--- src/rtl/pool_engine_if.sv ---
// -----------------------------------------------------------------------------
// pool_engine_if
//   Valid/ready pixel stream used on both sides of the pooling engine.
//   Each beat carries one pixel, with all channel lanes packed side by side.
//   Lane c occupies bits [c*DATA_WIDTH +: DATA_WIDTH].
//
// Signals
//   data   WIDTH bits   packed pixel
//   valid  1            data is valid
//   ready  1            sink accepts the beat this cycle
//
// Modports
//   master  drives data/valid and samples ready (the producer)
//   slave   samples data/valid and drives ready (the consumer)
// -----------------------------------------------------------------------------
interface pool_engine_if #(
  parameter int WIDTH = 32
);
  logic [WIDTH-1:0] data;
  logic             valid;
  logic             ready;

  modport master (output data, output valid, input ready);
  modport slave  (input data, input valid, output ready);
endinterface

--- src/rtl/pool_engine.sv ---
// -----------------------------------------------------------------------------
// pool_engine
//   Streaming max-pooling engine. It takes a raster-order feature map with
//   CHANNELS lanes per pixel and emits one pooled pixel for every
//   non-overlapping POOL_SIZE x POOL_SIZE window. The map size is set per run.
//   A horizontal accumulator folds each window row. A one-row line buffer, with
//   one entry per window column, folds those row results vertically.
//
//   Optional feature macro POOL_AVG_EN adds the cfg_mode input, which is
//   latched on start. With cfg_mode=1 the engine averages each window instead
//   of taking its maximum. The average is the window sum shifted right
//   arithmetically by 2*log2(P), so it rounds toward -inf.
//
// Ports
//   clk, rst_n       clock (rising edge) and asynchronous active-low reset
//   start            1-cycle pulse; latches cfg_*; honoured only when idle
//   cfg_width/height input map size in pixels
//   cfg_mode         (POOL_AVG_EN only) 0 = max, 1 = average
//   in_s             slave stream of input pixels
//   out_s            master stream of pooled pixels
//   busy             high while a map is in progress, from start to done
//   done             1-cycle pulse once the map is consumed and drained
// -----------------------------------------------------------------------------
module pool_engine #(
  parameter int DATA_WIDTH = 8,
  parameter int CHANNELS   = 4,
  parameter int POOL_SIZE  = 2,
  parameter int MAX_IFM_W  = 64,
  parameter int MAX_IFM_H  = 64
) (
  input  logic                           clk,
  input  logic                           rst_n,
  input  logic                           start,
  input  logic [$clog2(MAX_IFM_W+1)-1:0] cfg_width,
  input  logic [$clog2(MAX_IFM_H+1)-1:0] cfg_height,
`ifdef POOL_AVG_EN
  input  logic                           cfg_mode,
`endif
  pool_engine_if.slave                   in_s,
  pool_engine_if.master                  out_s,
  output logic                           busy,
  output logic                           done
);

  localparam int WW       = $clog2(MAX_IFM_W+1);
  localparam int HW       = $clog2(MAX_IFM_H+1);
  localparam int LOG_P    = $clog2(POOL_SIZE);
  localparam int LB_DEPTH = MAX_IFM_W / POOL_SIZE;
  localparam int LBW      = (LB_DEPTH > 1) ? $clog2(LB_DEPTH) : 1;
  localparam int PW       = CHANNELS * DATA_WIDTH;
`ifdef POOL_AVG_EN
  // Wide enough to hold the sum of a full P*P window without overflow.
  localparam int AW       = DATA_WIDTH + 2*LOG_P;
`else
  localparam int AW       = DATA_WIDTH;
`endif
  localparam int LW       = CHANNELS * AW;

  typedef enum logic [1:0] {S_IDLE, S_RUN, S_DRAIN, S_DONE} state_t;

  state_t          state_q, state_d;
  logic [WW-1:0]   x_q, x_d, w_q, w_d, wlim_q, wlim_d;
  logic [HW-1:0]   y_q, y_d, h_q, h_d, hlim_q, hlim_d;
`ifdef POOL_AVG_EN
  logic            mode_q, mode_d;
`endif
  logic            out_valid_q, out_valid_d;
  logic [PW-1:0]   out_data_q, out_data_d;
  logic [LW-1:0]   acc_q, acc_d, acc_ld;

  // Line buffer. It is written and read at the same address, the window column
  // of the current x. The read is registered.
  logic [LW-1:0]   lbuf [LB_DEPTH];
  logic [LW-1:0]   lb_rd_q;
  logic [LW-1:0]   lb_wdata;
  logic [LBW-1:0]  lb_addr;
  logic [PW-1:0]   pool_vec;

  logic            in_ready, accept, win_end, emit, lb_we, row_end, last_px;
  logic [LOG_P-1:0] px, py;

`ifdef POOL_AVG_EN
  function automatic logic signed [AW-1:0] combine(input logic signed [AW-1:0] a,
                                                   input logic signed [AW-1:0] b,
                                                   input logic avg);
    if (avg) return a + b;
    return (a > b) ? a : b;
  endfunction

  function automatic logic [DATA_WIDTH-1:0] finish(input logic signed [AW-1:0] v,
                                                   input logic avg);
    logic signed [AW-1:0] t;
    t = avg ? (v >>> (2*LOG_P)) : v;
    return t[DATA_WIDTH-1:0];
  endfunction
`else
  function automatic logic signed [AW-1:0] combine(input logic signed [AW-1:0] a,
                                                   input logic signed [AW-1:0] b);
    return (a > b) ? a : b;
  endfunction
`endif

  // Stream control. A new pixel is taken only when the output slot is free or
  // is emptying this cycle. This keeps a completed window from overwriting an
  // unaccepted result.
  assign in_ready = (state_q == S_RUN) && (!out_valid_q || out_s.ready);
  assign accept   = in_ready && in_s.valid;

  // POOL_SIZE is a power of two, so the low bits of x and y give the position
  // inside the window.
  assign px      = x_q[LOG_P-1:0];
  assign py      = y_q[LOG_P-1:0];
  assign lb_addr = LBW'(x_q >> LOG_P);

  // Trailing columns and rows beyond the last whole window are consumed, but
  // they never touch the line buffer or the output.
  assign win_end = accept && (&px) && (x_q < wlim_q) && (y_q < hlim_q);
  assign emit    = win_end && (&py);
  assign lb_we   = win_end && !(&py);
  assign row_end = (x_q + WW'(1)) == w_q;
  assign last_px = row_end && ((y_q + HW'(1)) == h_q);

  // Per-lane datapath.
  for (genvar gi = 0; gi < CHANNELS; gi++) begin : g_lane
    logic signed [DATA_WIDTH-1:0] pix_raw;
    logic signed [AW-1:0]         pix, acc, lb_rd, h, fin;

    assign pix_raw = in_s.data[gi*DATA_WIDTH +: DATA_WIDTH];
    assign pix     = AW'(pix_raw);
    assign acc     = acc_q[gi*AW +: AW];
    assign lb_rd   = lb_rd_q[gi*AW +: AW];
`ifdef POOL_AVG_EN
    assign h   = combine(acc, pix, mode_q);
    assign fin = combine(lb_rd, h, mode_q);
    assign pool_vec[gi*DATA_WIDTH +: DATA_WIDTH] = finish(fin, mode_q);
`else
    assign h   = combine(acc, pix);
    assign fin = combine(lb_rd, h);
    assign pool_vec[gi*DATA_WIDTH +: DATA_WIDTH] = fin;
`endif
    // The first column of a window row loads the pixel. Later columns fold it in.
    assign acc_ld[gi*AW +: AW]   = (px == '0) ? pix : h;
    // The first window row seeds the buffer entry. Later rows fold into it.
    assign lb_wdata[gi*AW +: AW] = (py == '0) ? h : fin;
  end

  assign acc_d = accept ? acc_ld : acc_q;

  // Control FSM and raster counters.
  always_comb begin
    state_d = state_q;
    x_d     = x_q;
    y_d     = y_q;
    w_d     = w_q;
    h_d     = h_q;
    wlim_d  = wlim_q;
    hlim_d  = hlim_q;
`ifdef POOL_AVG_EN
    mode_d  = mode_q;
`endif
    case (state_q)
      S_IDLE: begin
        if (start) begin
          w_d    = cfg_width;
          h_d    = cfg_height;
          wlim_d = cfg_width  & ~WW'(POOL_SIZE-1);
          hlim_d = cfg_height & ~HW'(POOL_SIZE-1);
          x_d    = '0;
          y_d    = '0;
`ifdef POOL_AVG_EN
          mode_d = cfg_mode;
`endif
          // A map smaller than one window has nothing to pool, so finish at once.
          state_d = (cfg_width >= WW'(POOL_SIZE) && cfg_height >= HW'(POOL_SIZE))
                    ? S_RUN : S_DONE;
        end
      end
      S_RUN: begin
        if (accept) begin
          if (row_end) begin
            x_d = '0;
            y_d = y_q + HW'(1);
          end else begin
            x_d = x_q + WW'(1);
          end
          if (last_px) state_d = S_DRAIN;
        end
      end
      S_DRAIN: begin
        if (!out_valid_q || out_s.ready) state_d = S_DONE;
      end
      S_DONE:  state_d = S_IDLE;
      default: state_d = S_IDLE;
    endcase
  end

  // Output register. It holds its value until the downstream accepts it.
  always_comb begin
    out_valid_d = out_valid_q;
    out_data_d  = out_data_q;
    if (out_valid_q && out_s.ready) out_valid_d = 1'b0;
    if (emit) begin
      out_valid_d = 1'b1;
      out_data_d  = pool_vec;
    end
  end

  always_ff @(posedge clk or negedge rst_n) begin
    if (!rst_n) begin
      state_q     <= S_IDLE;
      x_q         <= '0;
      y_q         <= '0;
      w_q         <= '0;
      h_q         <= '0;
      wlim_q      <= '0;
      hlim_q      <= '0;
`ifdef POOL_AVG_EN
      mode_q      <= 1'b0;
`endif
      out_valid_q <= 1'b0;
      out_data_q  <= '0;
      acc_q       <= '0;
    end else begin
      state_q     <= state_d;
      x_q         <= x_d;
      y_q         <= y_d;
      w_q         <= w_d;
      h_q         <= h_d;
      wlim_q      <= wlim_d;
      hlim_q      <= hlim_d;
`ifdef POOL_AVG_EN
      mode_q      <= mode_d;
`endif
      out_valid_q <= out_valid_d;
      out_data_q  <= out_data_d;
      acc_q       <= acc_d;
    end
  end

  // Line buffer storage. The registered read is always one cycle late, and
  // that is safe. By the time the last column of a window arrives, the
  // address has been on the entry of that window for at least one cycle. Any
  // earlier write to that entry (from a previous window row) happened before
  // that cycle. A write only occurs on the last column of a window, and the
  // address moves on right after it, so no stale read can occur.
  always_ff @(posedge clk) begin
    if (lb_we) lbuf[lb_addr] <= lb_wdata;
    lb_rd_q <= lbuf[lb_addr];
  end

  assign in_s.ready  = in_ready;
  assign out_s.valid = out_valid_q;
  assign out_s.data  = out_data_q;
  assign busy        = (state_q != S_IDLE);
  assign done        = (state_q == S_DONE);

endmodule

--- src/flat_wrapper.sv ---
// flat-port wrapper written by rule: the top's interface ports become plain ports
module pool_engine_flat 
#(
  parameter int DATA_WIDTH = 8,
  parameter int CHANNELS   = 4,
  parameter int POOL_SIZE  = 2,
  parameter int MAX_IFM_W  = 64,
  parameter int MAX_IFM_H  = 64
)
  (clk, rst_n, start, cfg_width, cfg_height, busy, done, in_s_data, in_s_valid, in_s_ready, out_s_data, out_s_valid, out_s_ready);
  pool_engine_if #(.WIDTH(((8) * (4)))) in_s_i ();
  pool_engine_if #(.WIDTH(((8) * (4)))) out_s_i ();
  input  logic clk;
  input  logic rst_n;
  input  logic start;
  input  logic [$clog2(MAX_IFM_W+1)-1:0] cfg_width;
  input  logic [$clog2(MAX_IFM_H+1)-1:0] cfg_height;
  output logic busy;
  output logic done;
  input wire logic [$bits(in_s_i.data)-1:0] in_s_data;
  input wire logic [$bits(in_s_i.valid)-1:0] in_s_valid;
  output wire logic [$bits(in_s_i.ready)-1:0] in_s_ready;
  output wire logic [$bits(out_s_i.data)-1:0] out_s_data;
  output wire logic [$bits(out_s_i.valid)-1:0] out_s_valid;
  input wire logic [$bits(out_s_i.ready)-1:0] out_s_ready;
  assign in_s_i.data = in_s_data;
  assign in_s_i.valid = in_s_valid;
  assign in_s_ready = in_s_i.ready;
  assign out_s_data = out_s_i.data;
  assign out_s_valid = out_s_i.valid;
  assign out_s_i.ready = out_s_ready;
  pool_engine #(.DATA_WIDTH(DATA_WIDTH), .CHANNELS(CHANNELS), .POOL_SIZE(POOL_SIZE), .MAX_IFM_W(MAX_IFM_W), .MAX_IFM_H(MAX_IFM_H)) u_core (.clk(clk), .rst_n(rst_n), .start(start), .cfg_width(cfg_width), .cfg_height(cfg_height), .in_s(in_s_i), .out_s(out_s_i), .busy(busy), .done(done));
endmodule
--- config.mk ---
export PLATFORM = sky130hd
export DESIGN_NAME = pool_engine_flat
export DESIGN_NICKNAME = d
export VERILOG_FILES = /design/src/rtl/pool_engine_if.sv /design/src/rtl/pool_engine.sv /design/src/flat_wrapper.sv
export SDC_FILE = /design/constraint.sdc
export NUM_CORES = 1
export LEC_CHECK = 0
export BUFFER_PORTS_ARGS = -buffer_cell sky130_fd_sc_hd__buf_2
export CAP_MARGIN = 20
export CORE_MARGIN = 1.5
export CORE_UTILIZATION = 53
export DETAILED_ROUTE_END_ITERATION = 12
export GPL_TIMING_DRIVEN = 1
export PLACE_DENSITY = 0.79
export SLEW_MARGIN = 20
export SYNTH_ARGS = -nofsm -noshare
export SYNTH_HDL_FRONTEND = slang
export SYNTH_SLANG_ARGS = --single-unit
--- constraint.sdc ---
create_clock -name clk -period 8.03 [get_ports clk]
set_clock_uncertainty 0.15 [all_clocks]
set_input_delay 2.409 -clock clk [delete_from_list [all_inputs] [get_ports clk]]
set_output_delay 2.409 -clock clk [all_outputs]
set_load 0.1 [all_outputs]
Word-level counts from Yosys, hierarchy flattened. Memory sizes are Yosys's and may differ from the RTL's. A register that Yosys moved wholly into a read port is not among the register bits. Cells that the tools add are included.

Eq/ne operators: 10. $add $sub $neg: 2. Reduce and logical (&&, ||, !) cells: 21. Multiplexer cells: 33. Magnitude comparators: 12.

Operators with widths (number): 2-to-1 mux 8 bit (16); greater-than comparator 8 bit (8); 2-to-1 mux 7 bit (5); case mux 7 bit (2 select lines) (2); adder 7 x 1 -> 7 bit, second input constant (2); == test 7 bit (2); >= comparator 7 x 2 -> 1 bit, second input constant (2); < comparator 7 bit (2); logical AND 1 bit (10); 2-to-1 mux 2 bit (5); != test 2 x 1 -> 1 bit, second input constant (4); case mux 2 bit (4 select lines) (1); AND reduction 4 bit (2); nonzero test 2 bit (3); == test 2 bit, second input constant (2); 2-to-1 mux 1 bit (4); AND reduction 3 bit (1); == test 2 x 1 -> 1 bit, second input constant (1); zero test 1 bit (2); zero test 2 bit (1); != test 2 bit, second input constant (1); AND reduction 2 bit (1); logical OR 1 bit (1).

Memory bits (writable): 1024. Bits of input ports: 51. Memories: 1. Word-level logic and storage cells: 89. Flip-flop bits (word level): 107.

Memory list: u_core.lbuf (words 32, bits a word 32, rd ports 1, clocked after Yosys merged registers in 1, write ports 1, line pool_engine.sv:73) `logic [LW-1:0] lbuf [LB_DEPTH];`.

Depth between registers and ports, before layout.
Depth after elaboration: 10. Gate-level depth with buffers: 17. Depth with buffers taken out: 15.

Worst setup path before layout. No wires, ideal clock.

Kind: input -> register. Start: input in_s_data[5]. End: memory u_core.lbuf[0][4] in the netlist's numbering (data pin). Stages: 15. Path buffers: 1. Arrival time: 6.443 ns. Path slack: 1.060 ns. Path through: inv_1 -> ha_1 -> a21oi_1 -> nor2_1 -> o311a_1 -> nor3_2 -> mux2i_1 -> ha_1 -> nand3_1 -> nand4_1 -> o211ai_1 -> a21o_1 -> clkbuf_1 -> nor2_1 -> a21oi_1.

Word-level cells in the longest chain between the ends: 5.

Ends and longest elaborated chain: start: declaration (line flat_wrapper.sv:20) `input wire logic [$bits(in_s_i.data)-1:0] in_s_data;`; greater-than comparator 8 bit (line pool_engine.sv:99) `return (a > b) ? a : b;`; 2-to-1 mux 8 bit * (line pool_engine.sv:99); greater-than comparator 8 bit (line pool_engine.sv:99); 2-to-1 mux 8 bit (line pool_engine.sv:99); 2-to-1 mux 8 bit * (line pool_engine.sv:144) `assign lb_wdata[gi*AW +: AW] = (py == '0) ? h : fin;`; net u_core.lb_wdata[4] (line pool_engine.sv:75) `logic [LW-1:0] lb_wdata;`; end: declaration (line pool_engine.sv:73).

Mark *: on every way through the listed nets, which the timed path passes. The rest lies on a longest branch.

Worst setup path after layout.
Start: input in_s_data[25]. End: memory u_core.lbuf[21][27] in the netlist's numbering (data pin).

The elaborated chain is that of the path after synthesis.

==> results.sh <==
export IMPL_worstSkewPairLatency_ns=0.67
export IMPL_cellLeakagePower_nw=17.6
export IMPL_detail_route_wirelength_mm=124
export IMPL_worst_ir_drop_vdd_uv=391
export IMPL_timing_rr_end="u_core.lbuf[21][27]$_DFFE_PP_"
export IMPL_r2r_start="u_core.acc_q[25]$_DFFE_PN0P_"
export IMPL_rsz_0062_raised_after_global_routing="false"
export IMPL_top_level_ports=87
export IMPL_routabilityCongestion=0.906
export IMPL_clockBufferDepth=3
export IMPL_yosys_cell_count_top_type="sky130_fd_sc_hd__edfxtp_1"
export IMPL_track_usage=0.276
export IMPL_fmax_mhz=150
export IMPL_yosys_area_share_simple=0.0324
export IMPL_synth_largest_area_cell="sky130_fd_sc_hd__edfxtp_1"
export IMPL_synthTopCellsByCount="sky130_fd_sc_hd__edfxtp_1 (1024), sky130_fd_sc_hd__mux4_2 (256), sky130_fd_sc_hd__a22oi_1 (130), sky130_fd_sc_hd__dfrtp_1 (95), sky130_fd_sc_hd__inv_1 (85)"
export IMPL_synthTopCellsByArea="sky130_fd_sc_hd__edfxtp_1 (66%), sky130_fd_sc_hd__mux4_2 (12%), sky130_fd_sc_hd__dfrtp_1 (5.1%), sky130_fd_sc_hd__ha_1 (2.2%), sky130_fd_sc_hd__a22oi_1 (2.1%)"
export IMPL_hold_class="flop to flop"
export IMPL_maxCapViolCount=0
export IMPL_critPathBufInv=3
export IMPL_setup_worst_path_class="input pin to flop"
export IMPL_hold_violations=0
export IMPL_timing_final_ws_setup_ns=1.37
export IMPL_flow_area_growth_from_synthesis_pct=13.4
export IMPL_synth_async_reset_ratio=0.0825
export IMPL_dieArea_mm2=0.0898
export IMPL_route_detailed_drc=0
export IMPL_critical_path_max_fanout=32
export IMPL_max_slew_worst_pin_slew_ns=1.16
export IMPL_hold_path_depth=2
export IMPL_die_width_um=300
export IMPL_part_of_the_cycle_the_worst_path_needs=0.829
export IMPL_clock_tree_htree_level_count=3
export IMPL_detailed_place_hpwl_mm=68.3
export IMPL_placement_io_buffers=86
export IMPL_worst_setup_slack_post_dpl_ns=0.637
export IMPL_hold_path_startpoint="u_core.out_s.data[13]$_DFFE_PN0P_"
export IMPL_setup_viol_count_final=0
export IMPL_crit_path_cell_trace="buf_2 -> inv_1 -> ha_1 -> nor2b_1 -> o211ai_1 -> a211oi_1 -> o21ai_0 -> and2_1 -> ha_1 -> a21o_1 -> a2111oi_0 -> a21oi_1 -> o21ai_2 -> mux2i_2 -> buf_4"
export IMPL_number_of_antenna_violations_at_the_first_check_in_global_routing=0
export IMPL_synth_compound_area_frac=0.0569
export IMPL_timing_critical_path_max_delay_family="compound AO/OA/AOI/OAI gates"
export IMPL_postSynthCellCount=2450
export IMPL_std_cell_rows=108
export IMPL_yosys_mux_area_fraction=0.145
export IMPL_count_of_nets_left_with_antenna_violations_after_detail_routing=0
export IMPL_synth_net_count=2582
export IMPL_ys_seq_area_frac=0.724
export IMPL_rrSetupSlack_ns=2.83
export IMPL_post_synth_xor_area_fraction=0.00300
export IMPL_layout_min_cycle_time_ns=6.66
export IMPL_cts_tree="done"
export IMPL_min_to="u_core.out_s.data[13]$_DFFE_PN0P_"
export IMPL_power_density_cell_area_mw_per_mm2=377
export IMPL_globalRoute_totalOverflow=0
export IMPL_critical_path_top_cell_by_count="sky130_fd_sc_hd__ha_1"
export IMPL_cts_buffers=108
export IMPL_status="completed"
export IMPL_yosys_warnings=0
export IMPL_cp_start_kind="input pin"
export IMPL_synthAdderAreaFrac=0.0217
export IMPL_worst_ep_arrival_time_ns=6.95
export IMPL_synth_edf_count=1024
export IMPL_average_instance_area_after_synthesis_um2=19.0
export IMPL_post_synth_num_cell_types=75
export IMPL_core_area_mm2=0.0870
export IMPL_fp_dieH_um=300
export IMPL_first_global_vias=26700
export IMPL_fin_tns_setup_ns=0
export IMPL_fraction_of_layout_cells_with_a_size_suffix_above_1=0.284
export IMPL_ys_dominant_reg_cell="sky130_fd_sc_hd__edfxtp_1"
export IMPL_post_synth_top_area_fraction=0.659
export IMPL_ctsHoldBuffers=0
export IMPL_worst_endpoint_required_ns=8.32
export IMPL_first_pass_iters=7
export IMPL_clock_sinks=1151
export IMPL_first_pass_grt_wire_length_mm=179
export IMPL_worst_setup_path_startpoint="in_s_data[25]"
export IMPL_synth_seq_cells=1151
export IMPL_route_vias_total=26200
export IMPL_cpPeakStageDelay_ns=0.71
export IMPL_ctsResizeCount=0
export IMPL_cts_repair_timing_setup_buffer_count=0
export IMPL_synth_area_mm2=0.0467
export IMPL_synth_top_family_by_area="multiplexers"
export IMPL_ff2ff_path_depth=13
export IMPL_relSlewSlack=0.226
export IMPL_post_layout_nets=2755
export IMPL_setup_worst_path_end_class="flop"
export IMPL_drt_iter0_drc=3287
export IMPL_effective_utilization_at_floorplan=0.536
export IMPL_cts_clk_slew_worst_paths_ns=0.06
export IMPL_cts_root_buf="sky130_fd_sc_hd__clkbuf_16"
export IMPL_critical_path_s_slowest_cell="sky130_fd_sc_hd__o21ai_2"
export IMPL_drt_vias_per_instance=6.77
export IMPL_wire_per_inst_um=32.0
export IMPL_pin_count_of_the_biggest_net_entering_global_routing=95
export IMPL_slew_viol_final=0
-- registers in the layout, indices dropped and copies added (netlist names) --
signal and cells:
u_core.acc_q 32, u_core.h_q 7, u_core.lb_rd_q 32, u_core.lbuf 1024, u_core.out_s.data 32, u_core.out_s.valid 1, u_core.state_q 2, u_core.w_q 7
u_core.x_q 7, u_core.y_q 7
-- report_power, final --
group	total [mW]	internal, mW	switching (mW)
sequential	8.54	8.20	0.344
clock	5.24	3.00	2.24
combinational	6.17	2.27	3.90
-- per-stage QoR --
step                       util  cell area (µm²)  cells  total power, mW  hold slack, ns
after floorplan               -            46700   2450             12.8           0.336
after global placement    0.566            49200   3665             14.4           0.328
after detailed placement  0.566            49200   3666             14.7           0.329
after CTS                 0.607            52800   3865             19.9           0.347
after global routing      0.608            52900   3867             20.7           0.356
final                     0.608            52900   3868             19.9           0.344
-- logic make-up (layout without fill, tap and decap cells) --
logic type | Yosys count | after routing
simple gates | 283 | 283
buf+inv | 208 | 470
xor+xnor | 16 | 16
flops | 1151 | 1151
other cells | 0 | 1
compound gates | 360 | 360
mux | 351 | 351
fa+ha+maj | 81 | 81
-- worst max path at each step --
stage | end | slack [ns] | cells after the start
2_1_floorplan | u_core.lbuf[0][4]$_DFFE_PP_ | 1.06 | 15
3_3_place_gp | u_core.lbuf[4][2]$_DFFE_PP_ | 0.87 | 15
3_5_place_dp | u_core.lbuf[4][2]$_DFFE_PP_ | 0.64 | 15
4_1_cts | u_core.lbuf[19][2]$_DFFE_PP_ | 1.32 | 15
5_1_grt | u_core.lbuf[21][27]$_DFFE_PP_ | 1.00 | 15
6_report | u_core.lbuf[21][27]$_DFFE_PP_ | 1.37 | 15
-- per-layer routing --
metal / up-vias / track usage / share of wire
li1: 10500 / - / -
met1: 13500 / 0.354 / 0.35
met2: 1884 / 0.471 / 0.50
met3: 319 / 0.0491 / 0.10
met4: 0 / 0.111 / 0.038
met5: - / 0 / 0
-- placed cells by master (no fill, tap or decap), drive strengths merged, types with 46 or more instances in the layout --
cell    count
inv        92
mux2       49
clkinv     48
buf       186
mux2i      46
clkbuf    124
mux4      256
ha         81
nor2       67
dfrtp      95
a22oi     130
edfxtp   1024
-- worst register-to-register path: stages (launching register included) --
cell and delay [ns]:
sky130_fd_sc_hd__dfrtp_1 0.41, sky130_fd_sc_hd__ha_1 0.30, sky130_fd_sc_hd__nor2b_1 0.16, sky130_fd_sc_hd__o211ai_1 0.11, sky130_fd_sc_hd__a211oi_1 0.63, sky130_fd_sc_hd__o21ai_0 0.27, sky130_fd_sc_hd__and2_1 0.25, sky130_fd_sc_hd__ha_1 0.30
sky130_fd_sc_hd__a21o_1 0.16, sky130_fd_sc_hd__a2111oi_0 0.38, sky130_fd_sc_hd__a21oi_1 0.31, sky130_fd_sc_hd__o21ai_2 0.71, sky130_fd_sc_hd__mux2i_2 0.44, sky130_fd_sc_hd__buf_4 0.37
-- final cells by class --
cell class	instances	area [µm²]
Antenna cell	1	2.50
Timing Repair Buffer	186	1250
Clock inverter	75	776
Fill cell	5852	34100
Sequential cell	1151	33800
Multi-Input combinational cell	1091	12500
Inverter	85	319
Tap cell	1155	1450
Clock buffer	124	2840
(Power assumes the default switching activity.)
